`src/rtl/ropuf_pkg.sv`:
```
// Shared definitions for the ROPUF measurement path: FSM states of the
// pair comparator and default sizing constants.
package ropuf_pkg;

   typedef enum logic [1:0] {
      IDLE   = 2'd0,
      SETTLE = 2'd1,
      COUNT  = 2'd2,
      DONE   = 2'd3
   } state_e;

   localparam int DEF_CNT_W  = 16;
   localparam int DEF_WINDOW = 1024;
   localparam int DEF_SETTLE = 16;

   // Larger of two sizing parameters; used to size the shared phase timer.
   function automatic int max2(input int a, input int b);
      return (a > b) ? a : b;
   endfunction

endpackage

```
`src/rtl/ro_edge_counter.sv`:
```
// One oscillator channel: 2-flop synchroniser, registered rising-edge
// detector and a saturating edge counter with clear and count-enable.
// Both channels of a pair use this block so their latency is identical.
module ro_edge_counter #(
   parameter int CNT_W = 16
) (
   input  logic                        clk_i,
   input  logic                        rst_ni,
   (* DONT_TOUCH = "TRUE" *)
   input  logic                        ro_i,
   input  logic                        clr_i,
   input  logic                        en_i,
   output logic [CNT_W-1:0]            cnt_o
);

   (* ASYNC_REG = "TRUE" *) logic sync1_q;
   (* ASYNC_REG = "TRUE" *) logic sync2_q;
   logic             prev_q;
   logic             rise;
   logic [CNT_W-1:0] cnt_q, cnt_d;

   // Bring the free-running oscillator into the clock domain and keep the
   // previous synchronised level for edge detection.
   always_ff @(posedge clk_i) begin
      if (!rst_ni) begin
         sync1_q <= 1'b0;
         sync2_q <= 1'b0;
         prev_q  <= 1'b0;
      end else begin
         sync1_q <= ro_i;
         sync2_q <= sync1_q;
         prev_q  <= sync2_q;
      end
   end

   assign rise = sync2_q & ~prev_q;

   // Clear wins over counting; the counter sticks at all-ones instead of wrapping.
   always_comb begin
      cnt_d = cnt_q;
      if (clr_i)
         cnt_d = '0;
      else if (en_i && rise && (cnt_q != '1))
         cnt_d = cnt_q + 1'b1;
   end

   // Counter register.
   always_ff @(posedge clk_i) begin
      if (!rst_ni) cnt_q <= '0;
      else         cnt_q <= cnt_d;
   end

   assign cnt_o = cnt_q;

endmodule

```
`src/rtl/ro_pair_comparator.sv`:
```
// Measures one RO pair: lets both oscillators settle, counts their rising
// edges over a fixed window and reports which one ran faster.
// Optional feature macro: ROPUF_MARGIN_EN adds the |A-B| < MARGIN
// "Unstable" flag; without it no subtractor is built and Unstable is 0.
module ro_pair_comparator
   import ropuf_pkg::*;
#(
   parameter int CNT_W         = DEF_CNT_W,
   parameter int WINDOW_CYCLES = DEF_WINDOW,
   parameter int SETTLE_CYCLES = DEF_SETTLE,
   parameter int MARGIN        = 8
) (
   input  logic             Clk,
   input  logic             Reset_n,
   input  logic             Start,
   input  logic             RO_A,
   input  logic             RO_B,
   output logic             RO_Enable,
   output logic             RO_Reset,
   output logic             Busy,
   output logic             Done,
   output logic             Response,
   output logic             Tie,
   output logic             Unstable,
   output logic [CNT_W-1:0] Count_A,
   output logic [CNT_W-1:0] Count_B
);

   localparam int TMR_W = $clog2(max2(WINDOW_CYCLES, SETTLE_CYCLES));
   localparam logic [TMR_W-1:0] SETTLE_LAST = TMR_W'(SETTLE_CYCLES - 1);
   localparam logic [TMR_W-1:0] WINDOW_LAST = TMR_W'(WINDOW_CYCLES - 1);

   state_e           state_q, state_d;
   logic [TMR_W-1:0] tmr_q, tmr_d;
   logic             clr, capture, cnt_en;
   logic [CNT_W-1:0] cnt_a, cnt_b;
   logic [CNT_W-1:0] count_a_q, count_b_q;
   logic             resp_q, tie_q, unstable_q, unstable_d;

   // Identical channels so both see the same synchroniser/detector skew.
   ro_edge_counter #(.CNT_W(CNT_W)) u_cnt_a (
      .clk_i  (Clk),
      .rst_ni (Reset_n),
      .ro_i   (RO_A),
      .clr_i  (clr),
      .en_i   (cnt_en),
      .cnt_o  (cnt_a)
   );

   ro_edge_counter #(.CNT_W(CNT_W)) u_cnt_b (
      .clk_i  (Clk),
      .rst_ni (Reset_n),
      .ro_i   (RO_B),
      .clr_i  (clr),
      .en_i   (cnt_en),
      .cnt_o  (cnt_b)
   );

   // State and phase-timer registers.
   always_ff @(posedge Clk) begin
      if (!Reset_n) begin
         state_q <= IDLE;
         tmr_q   <= '0;
      end else begin
         state_q <= state_d;
         tmr_q   <= tmr_d;
      end
   end

   // Next-state, timer and oscillator control; outputs decode the state only.
   always_comb begin
      state_d   = state_q;
      tmr_d     = tmr_q;
      clr       = 1'b0;
      capture   = 1'b0;
      cnt_en    = 1'b0;
      RO_Enable = 1'b0;
      RO_Reset  = 1'b1;
      Busy      = 1'b1;
      Done      = 1'b0;
      case (state_q)
         IDLE: begin
            Busy = 1'b0;
            if (Start) begin
               state_d = SETTLE;
               tmr_d   = '0;
               clr     = 1'b1;
            end
         end
         SETTLE: begin
            RO_Enable = 1'b1;
            RO_Reset  = 1'b0;
            if (tmr_q == SETTLE_LAST) begin
               state_d = COUNT;
               tmr_d   = '0;
            end else begin
               tmr_d = tmr_q + 1'b1;
            end
         end
         COUNT: begin
            RO_Enable = 1'b1;
            RO_Reset  = 1'b0;
            cnt_en    = 1'b1;
            if (tmr_q == WINDOW_LAST) begin
               state_d = DONE;
               capture = 1'b1;
            end else begin
               tmr_d = tmr_q + 1'b1;
            end
         end
         DONE: begin
            Done    = 1'b1;
            state_d = IDLE;
         end
         default: state_d = IDLE;
      endcase
   end

`ifdef ROPUF_MARGIN_EN
   logic [CNT_W:0] diff;

   // Absolute difference one bit wider than the counts so it never overflows.
   always_comb begin
      diff = (cnt_a >= cnt_b) ? ({1'b0, cnt_a} - {1'b0, cnt_b})
                              : ({1'b0, cnt_b} - {1'b0, cnt_a});
      unstable_d = (diff < (CNT_W+1)'(MARGIN));
   end
`else
   logic unused_margin;
   assign unused_margin = ^MARGIN;
   assign unstable_d    = 1'b0;
`endif

   // Results are captured on the COUNT->DONE edge so they are valid with Done
   // and then held until the next measurement overwrites them.
   always_ff @(posedge Clk) begin
      if (!Reset_n) begin
         count_a_q  <= '0;
         count_b_q  <= '0;
         resp_q     <= 1'b0;
         tie_q      <= 1'b0;
         unstable_q <= 1'b0;
      end else if (capture) begin
         count_a_q  <= cnt_a;
         count_b_q  <= cnt_b;
         resp_q     <= (cnt_a > cnt_b);
         tie_q      <= (cnt_a == cnt_b);
         unstable_q <= unstable_d;
      end
   end

   assign Count_A  = count_a_q;
   assign Count_B  = count_b_q;
   assign Response = resp_q;
   assign Tie      = tie_q;
   assign Unstable = unstable_q;

endmodule

```
`config.mk`:
```
export PLATFORM = sky130hd
export DESIGN_NAME = ro_pair_comparator
export DESIGN_NICKNAME = d
export VERILOG_FILES = /design/src/rtl/ropuf_pkg.sv /design/src/rtl/ro_edge_counter.sv /design/src/rtl/ro_pair_comparator.sv
export SDC_FILE = /design/constraint.sdc
export NUM_CORES = 1
export LEC_CHECK = 0
export CORE_MARGIN = 1
export CORE_UTILIZATION = 45
export DETAILED_ROUTE_END_ITERATION = 6
export PLACE_DENSITY = 0.65
export SLEW_MARGIN = 40
export SYNTH_ARGS = -nofsm -noshare
export SYNTH_HDL_FRONTEND = slang
export SYNTH_SLANG_ARGS = --single-unit
```
`constraint.sdc`:
```
create_clock -name Clk -period 5.36 [get_ports Clk]
set_input_delay 0.804 -clock Clk [delete_from_list [all_inputs] [get_ports Clk]]
set_output_delay 0.804 -clock Clk [all_outputs]
set_load 0.01 [all_outputs]
```
==> flow_summary.toml, run 1 <==
[pwr]
p_seq_share_pct = 48.6
pwr-share-clk_pct = 33.2
ir_drop_mv = 0.261
intPower_uw = 959
switching_power_uw = 370
swShare_pct = 27.8
leakage_nw = 1.61
pwr_density_cell_mw_per_mm2 = 276
pwr-share-comb_pct = 18.2

[synthesis]
synthSimpleGateAreaFrac_pct = 27.1
yosys_warnings = 0
synth_cell_types = 50
synth-seq-cells = 84
synth-xor-area-share_pct = 5.32
synth_top_family_by_area = "simple AND/OR/NAND/NOR gates"
syn_area_per_cell_um2 = 8.33
ys.flop_type = "dfxtp_1"
syn_inst = 494
synth_compound_area_share_pct = 14.4
synthAdderAreaFrac_pct = 7.30
synth_area_mm2 = 0.00412
ys_seq_area_share_pct = 40.9
synth_edf_count = 0
muxShareOfSynthArea_pct = 0.243
synthArstFlopShare_pct = 0
synth_fp_nets = 523

[place]
pre_cts_ws_ps = 2950
hpwl_mm = 6.17
portBuffers = 42
placed_cells = 624
routabilityCongestion = 0.861

[route]
vias_per_cell = 5.39
dr.first_iter.drc_count = 145
wire_per_inst_um = 13.6
ant_nets = 0
wirelength_mm = 8.68
first_pass_iters = 6
num_vias = 3443
drc = 3

[floorplan]
dieArea_mm2 = 0.00953
start_util_pct = 46.7
die_h_um = 97.6
num_rows = 34
io_pins = 44
core-area_mm2 = 0.00881
die_x_um = 97.6

[grt]
gr-total-overflow = 0
grt_max_degree = 63
antenna_found_initial = 0
first_global_vias = 3198
grt_pass1_wl_mm = 14.9
grt.total_usage_pct = 19.3

[hold_path]
whs_path_depth = 1
worstHoldEndpoint = "u_cnt_b.sync2_q"
hold_start = "u_cnt_b.sync1_q"
hold_path.class = "reg2reg"

[run_status]
violations = "design-rule violations"
status = "finished with violations"

[setup_path]
cpLargestDelayFamily = "buffers and inverters"
reg2regPathDepth = 7
cp-startpoint = "state_q[0]"
crit_required_ps = 4560
worst_path_max_delay_cell = "clkdlybuf4s50_1"
path_buf_inv = 3
crit_path_start_kind = "register"
critical_path_class = "reg2out"
r2r-end = "u_cnt_a.cnt_o[14]"
worstPathArrival_ps = 1780
crit_chain = "inv_1 > ha_1 > inv_1 > clkdlybuf4s50_1"
cp-end-kind = "output port"
crit_fanout = 4
critPathMaxStageDelay_ps = 530
r2r-start = "state_q[0]"
timing.reg2reg.setup_slack_ps = 3060
critPathMostFrequentCell = "inv_1"

[timing]
finalSetupViolCount = 0
tns_ps = 0
min_period_over_period_pct = 48.2
worst_slew_pin_slew_ps = 643
hold_viol = 0
relSlewSlack_pct = 56.7
fin_crit_ps = 2590
rsz0062_at_grt = "false"
clock_skew_ps = 13.2
fin_ws_ps = 2770
drv_slew = 0
timing.fmax_mhz = 387

[clock_network]
cts_setup_buffers = 0
clock-root-buffer = "clkbuf_8"
ctsHtreeMaxLevel = 3
numCtsBuffers = 9
cts_tree = "done"
cts_sinks = 84
ctsResizeCount = 0
insertion_delay_ps = 350
clkSlewWorstSetupHoldPaths_ps = 70
clockBufferDepth = 2
cts_hold_buf = 0

[final_layout]
area_growth_pct = 17.0
post-route-util_pct = 54.7
layout-drive-gt1-share_pct = 5.08
final_cells = 639
antennaDiodeCount = 0
finalNetCount = 556

[flow_run]
max_cap_viol_count = 0
-- cell families after synthesis --
| group | after synthesis |
|---|---|
| AND/OR/NAND/NOR | 220 |
| AO/OA/AOI/OAI | 91 |
| flip-flops | 84 |
| buffers and inverters | 48 |
| XOR/XNOR | 25 |
| adder cells (fa/ha/maj) | 24 |
| other | 1 |
| multiplexers | 1 |
-- sequential cells by signal (all words and copies together) (netlist names), 2 cells and up --
register,count
Count_A,16
state_q,2
u_cnt_b.cnt_o,16
u_cnt_a.cnt_o,16
Count_B,16
tmr_q,10
-- synthesized netlist by cell type, drive strengths merged (2+ instances only) --
cell type / instances / area share, %
nand3b: 6 / 1.1
nor3b: 3 / 0.55
and2: 9 / 1.4
nand2: 87 / 7.9
buf: 8 / 1.0
a21oi: 23 / 2.8
a21o: 2 / 0.36
ha: 24 / 7.3
nor4: 9 / 1.5
nand2b: 3 / 0.46
a21boi: 35 / 6.4
nor2: 31 / 2.8
o21ai: 14 / 1.7
nor2b: 2 / 0.30
dfxtp: 84 / 41
nand3: 21 / 2.6
nor4b: 4 / 0.85
inv: 23 / 2.1
xnor2: 24 / 5.1
a211oi: 3 / 0.55
and3: 3 / 0.46
nand4: 14 / 2.3
o21a: 2 / 0.36
o22ai: 5 / 0.76
or3: 4 / 0.61
nor3: 8 / 0.97
or4: 3 / 0.55
clkbuf: 17 / 1.6
and3b: 2 / 0.43
and4: 7 / 1.5
-- area by class of cell --
type,instances,area [um2]
sequential,84,1680
clock inverter,4,50.0
tap,108,135
timing repair buffer,47,458
clock buffer,11,141
fill,838,3990
multi-input combinational,362,2260
inverter,23,86.3
-- worst register-to-register path, stage by stage (launching register included) --
cell     delay (ps)
dfxtp_1         350
inv_1           110
ha_1            380
and3b_1         270
nand2_1         110
or4_1           530
or3_1           350
a21oi_1         150
-- per-stage QoR --
| stage | cell area, um2 | hold slack (ps) | power [mW] |
|---|---|---|---|
| after floorplan | 4120 | 412 | 0.823 |
| after global placement | 4610 | 418 | 0.895 |
| after detailed placement | 4610 | 419 | 0.902 |
| after CTS | 4800 | 440 | 1.34 |
| after global routing | 4810 | 459 | 1.40 |
| final | 4810 | 436 | 1.33 |
-- power groups by stage --
stage	Clock [mW]	Combinational [mW]	Sequential, mW
3_5_place_dp	0	0.241	0.660
2_1_floorplan	0	0.165	0.658
6_report	0.441	0.243	0.646
4_1_cts	0.454	0.244	0.646
5_1_grt	0.483	0.267	0.647
3_3_place_gp	0	0.236	0.659
-- routing by layer --
metal | vias up | part of all wire (%) | global-route usage [%] | routed length (um)
met5 | - | 0 | 0 | 0
met4 | 0 | 0.94 | 5.71 | 82
met3 | 9 | 2.8 | 4.10 | 245
met2 | 51 | 46 | 31.6 | 4010
met1 | 1594 | 50 | 25.3 | 4350
li1 | 1789 | - | - | -
-- cell usage in the layout (no fill, tap or decap), types with 5 or more instances in the layout --
master	count
clkbuf_8	10
clkdlybuf4s50_1	42
nor4_1	7
dfxtp_1	84
nand4_1	13
a21boi_0	35
inv_1	23
and2_1	9
nand2_1	87
o21ai_0	13
and4_1	6
a21oi_1	23
xnor2_1	24
nand3b_1	6
o22ai_1	5
nand3_1	21
ha_1	24
nor3_1	8
nor2_1	31
buf_4	5
-- worst max-delay path by stage --
stage / to / slack, ps / cells past startpoint
floorplan: u_cnt_a.cnt_o[10] / 3400 / 9
global placement: tmr_q[7] / 2970 / 4
detailed placement: tmr_q[7] / 2950 / 4
CTS: RO_Reset / 2750 / 4
global route: RO_Reset / 2670 / 4
finish: RO_Reset / 2770 / 4
Note: power is estimated with default switching activity, not from simulation.
==> run 2: changes to the inputs <==
- PLACE_DENSITY: 0.65 -> 0.67
- clock period: 5.36 -> 2.1 ns (I/O delays scaled with it)
==> run 2 against run 1 <==
  * The flow still finishes with violations (design-rule violations)
  * Wire length rose by 2.5%
  * Sequential power rose to 2.6 times the previous value
  * Clock-buffer cell count rose by 1
  * Register-to-register slack got worse by 3000 ps
==> flow_summary.toml, run 2 (same netlist as run 1, synthesis figures left out) <==
[run_status]
status = "finished with violations"
violations = "design-rule violations"

[timing]
min_period_over_period_pct = 97.6
relSlewSlack_pct = 60.5
fin_ws_ps = 51.2
rsz0062_at_grt = "true"
finalSetupViolCount = 0
fin_crit_ps = 2050
hold_viol = 0
drv_slew = 0
timing.fmax_mhz = 488
clock_skew_ps = 4.70
worst_slew_pin_slew_ps = 588
tns_ps = 0

[grt]
grt_pass1_wl_mm = 15.2
antenna_found_initial = 0
grt_max_degree = 34
first_global_vias = 3272
gr-total-overflow = 0
grt.total_usage_pct = 19.7

[final_layout]
final_common_cell = "nand2_1"
final_cells = 657
mostFrequentLayoutCells = "87 x nand2_1, 82 x dfxtp_1, 41 x clkdlybuf4s50_1, 35 x a21boi_0, 31 x nor2_1"
layout-drive-gt1-share_pct = 8.38
finalNetCount = 575
area_growth_pct = 20.6
stdcell_area_mm2 = 0.00496
antennaDiodeCount = 0

[route]
ant_nets = 0
dr.first_iter.drc_count = 148
drc = 4
num_vias = 3513
first_pass_iters = 6
vias_per_cell = 5.35
wirelength_mm = 8.90
wire_per_inst_um = 13.5

[place]
routabilityCongestion = 0.863
portBuffers = 42
place_area_mm2 = 0.00475
placed_cells = 643
pre_cts_ws_ps = 53.6
hpwl_mm = 6.55

[setup_path]
worstPathArrival_ps = 1730
cp-end-kind = "output port"
crit_required_ps = 1780
r2r-end = "u_cnt_a.cnt_o[10]"
r2r-start = "state_q[0]"
crit_path_start_kind = "register"
reg2regPathDepth = 7
critical_path_class = "reg2out"
timing.reg2reg.setup_slack_ps = 110
crit_fanout = 4

[clock_network]
clock-root-buffer = "clkbuf_8"
numCtsBuffers = 9
cts_setup_buffers = 0
clkSlewWorstSetupHoldPaths_ps = 70
cts_sinks = 84
insertion_delay_ps = 350
ctsHtreeMaxLevel = 3
cts_tree = "done"
cts_hold_buf = 0
clockBufferDepth = 2

[pwr]
p_total_mw = 3.54
leakage_nw = 1.71
pwr_density_cell_mw_per_mm2 = 712
ir_drop_mv = 0.791

[floorplan]
dieArea_mm2 = 0.00953
die_h_um = 97.6
core-area_mm2 = 0.00881
num_rows = 34
start_util_pct = 46.7
die_x_um = 97.6
io_pins = 44

[flow_run]
max_cap_viol_count = 0

[hold_path]
hold_path.class = "reg2reg"
whs_path_depth = 1
worstHoldEndpoint = "u_cnt_a.sync2_q"
hold_start = "u_cnt_a.sync1_q"
-- run 2: timing repair --
item | CTS | global route
setup endpoints to repair | 1 | 5
pin swaps | 0 | 0
gates resized for setup | 2 | 2
-- run 2: how the worst max path moves through the flow --
stage | cells after the start | endpoint | from | slack [ps]
floorplan | 9 | u_cnt_a.cnt_o[10] | state_q[0] | 140
global placement | 7 | u_cnt_a.cnt_o[10] | state_q[0] | 160
detailed placement | 7 | u_cnt_a.cnt_o[10] | state_q[0] | 50
CTS | 4 | RO_Reset | state_q[0] | 30
global route | 7 | u_cnt_a.cnt_o[10] | state_q[0] | -40
finish | 4 | RO_Reset | state_q[0] | 50
-- run 2: power breakdown --
group / leakage [nW] / switching (mW) / internal [mW] / total [mW]
clock: 0.103 / 0.551 / 0.691 / 1.24
combinational: 0.932 / 0.369 / 0.272 / 0.641
sequential: 0.678 / 0.0287 / 1.62 / 1.65
-- run 2: critical path, cell delays in order (launching register included) --
cell and delay (ps):
dfxtp_2 360, inv_1 80, ha_1 350, inv_1 70, clkdlybuf4s50_1 520
-- run 2: per-layer routing --
layer | global-route usage (%) | vias up | part of all wire (%)
li1 | - | 1811 | -
met5 | 0 | - | 0
met4 | 9.44 | 0 | 1.7
met3 | 3.09 | 10 | 3.1
met2 | 31.7 | 74 | 45
met1 | 25.9 | 1618 | 50
-- run 2: stage by stage --
| stage | hold WS [ps] | util, % |
|---|---|---|
| after floorplan | 412 | - |
| after global placement | 419 | 53.9 |
| after global routing | 451 | 56.4 |
| after CTS | 439 | 56.3 |
| final | 437 | 56.4 |
| after detailed placement | 420 | 53.9 |
-- run 2: cell type report --
class | instances | area, um2
clock buffer | 12 | 145
sequential | 84 | 1680
inverter | 23 | 86.3
tap | 108 | 135
timing repair buffer | 66 | 603
clock inverter | 2 | 60.1
multi-input combinational | 362 | 2250
fill | 796 | 3840
==> run 3: changes to the inputs <==
- CORE_ASPECT_RATIO: not set -> 0.5
- HOLD_SLACK_MARGIN: not set -> 0.05
==> run 3 against run 2 <==
  * The flow now finishes without violations
  * Highest routed layer unchanged
  * Maximum frequency rose by 0.63%
  * Wire length rose by 6.6%
  * Die area rose by 0.24%
  * Cell area rose by 3.4%
  * Total power rose by 13%
  * Worst hold slack improved by 0.81 ps
  * Clock power rose by 37%
==> flow_summary.toml, run 3 (same netlist as run 1, synthesis figures left out) <==
[run_status]
status = "finished clean"

[floorplan]
core-area_mm2 = 0.00880
die_x_um = 137
io_pins = 44
num_rows = 24
start_util_pct = 46.8
dieArea_mm2 = 0.00955
die_h_um = 69.6

[final_layout]
finalNetCount = 577
area_growth_pct = 24.7
final_common_cell = "nand2_1"
final_cells = 670
mostFrequentLayoutCells = "87 x nand2_1, 81 x dfxtp_1, 42 x clkdlybuf4s50_1, 35 x a21boi_0, 31 x nor2_1"
antennaDiodeCount = 0
layout-drive-gt1-share_pct = 9.76
fillCellCount = 817
post-route-util_pct = 58.3

[timing]
fin_ws_ps = 63.9
drv_slew = 0
fin_crit_ps = 2040
clock_skew_ps = 4.83
worst_slew_pin_slew_ps = 544
hold_viol = 0
finalSetupViolCount = 0
min_period_over_period_pct = 97.0
whs_ps = 438
rsz0062_at_grt = "true"
relSlewSlack_pct = 62.8
timing.fmax_mhz = 491

[setup_path]
worstPathArrival_ps = 1720
crit_path_start_kind = "register"
crit_fanout = 4
cp-end-kind = "output port"
critical_path_class = "reg2out"
crit_required_ps = 1780

[clock_network]
cts_hold_buf = 0
clock-root-buffer = "clkbuf_16"
numCtsBuffers = 9
clockBufferDepth = 2
ctsHtreeMaxLevel = 3
clkSlewWorstSetupHoldPaths_ps = 60
cts_sinks = 84
cts_tree = "done"
insertion_delay_ps = 340

[route]
ant_nets = 0
wire_per_inst_um = 14.2
vias_per_cell = 5.30
num_vias = 3553
dr.first_iter.drc_count = 268
first_pass_iters = 4
drc = 0
wirelength_mm = 9.48

[grt]
antenna_found_initial = 0
gr-total-overflow = 0
grt.total_usage_pct = 21.2
first_global_vias = 3243
grt_max_degree = 36
grt_pass1_wl_mm = 15.7

[place]
portBuffers = 42
placed_cells = 653
pre_cts_ws_ps = 71.1
hpwl_mm = 6.81
routabilityCongestion = 0.937

[pwr]
pwr_density_cell_mw_per_mm2 = 778
leakage_nw = 1.77
ir_drop_mv = 0.517

[flow_run]
max_cap_viol_count = 0

[hold_path]
hold_path.class = "reg2reg"
run 3: changes by cell type in the layout (fill, tap and decap cells not counted), moves of 2 or more:
cell	before	now
clkbuf_8	10	1
clkbuf_16	0	9
o21ai_1	0	2
o21ai_0	13	11
run 3: worst max-delay path, stage by stage (launching register included):
cell and delay (ps):
dfxtp_2 350, inv_1 80, ha_1 360, inv_1 70, clkdlybuf4s50_1 520
run 3: per-stage QoR:
stage,TNS (ps),total power [mW],area [um2]
floorplan,0,2.10,4120
global placement,0,2.31,4780
detailed placement,0,2.32,4780
CTS,0,4.01,5100
global route,-16.4,4.16,5130
finish,0,3.99,5130
run 3: final timing paths:
kind,from,to,slack (ps),cells after the start
max,state_q[0],RO_Reset,60,4
min,u_cnt_b.sync1_q,u_cnt_b.sync2_q,440,1
max reg2reg,tmr_q[4],tmr_q[9],90,5
min reg2reg,u_cnt_b.sync1_q,u_cnt_b.sync2_q,440,1
run 3: area by class of cell:
class / instances / area, um2 / share of cell area (%)
Clock buffer: 12 / 246 / 4.80
Sequential cell: 84 / 1690 / 32.9
Clock inverter: 4 / 72.6 / 1.41
Multi-Input combinational cell: 362 / 2260 / 44.1
Tap cell: 117 / 146 / 2.85
Inverter: 23 / 86.3 / 1.68
Timing Repair Buffer: 68 / 628 / 12.2
run 3: power by group:
part / switching, mW / internal [mW]
clock network: 0.624 / 1.07
registers: 0.0288 / 1.63
logic: 0.374 / 0.268
run 3: timing repair:
item / CTS / global route
hold endpoints to repair: 0 / 0
gates resized for setup: 0 / 9
setup buffers: 0 / 1
setup endpoints to repair: 0 / 14
run 3: layer usage:
layer  GRT usage (%)  up-vias  part of all wire (%)
met3            5.63        9                   5.0
met1            30.6     1651                    53
met2            30.7       72                    41
met4            6.23        0                   1.1
met5               0        -                     0
li1                -     1821                     -
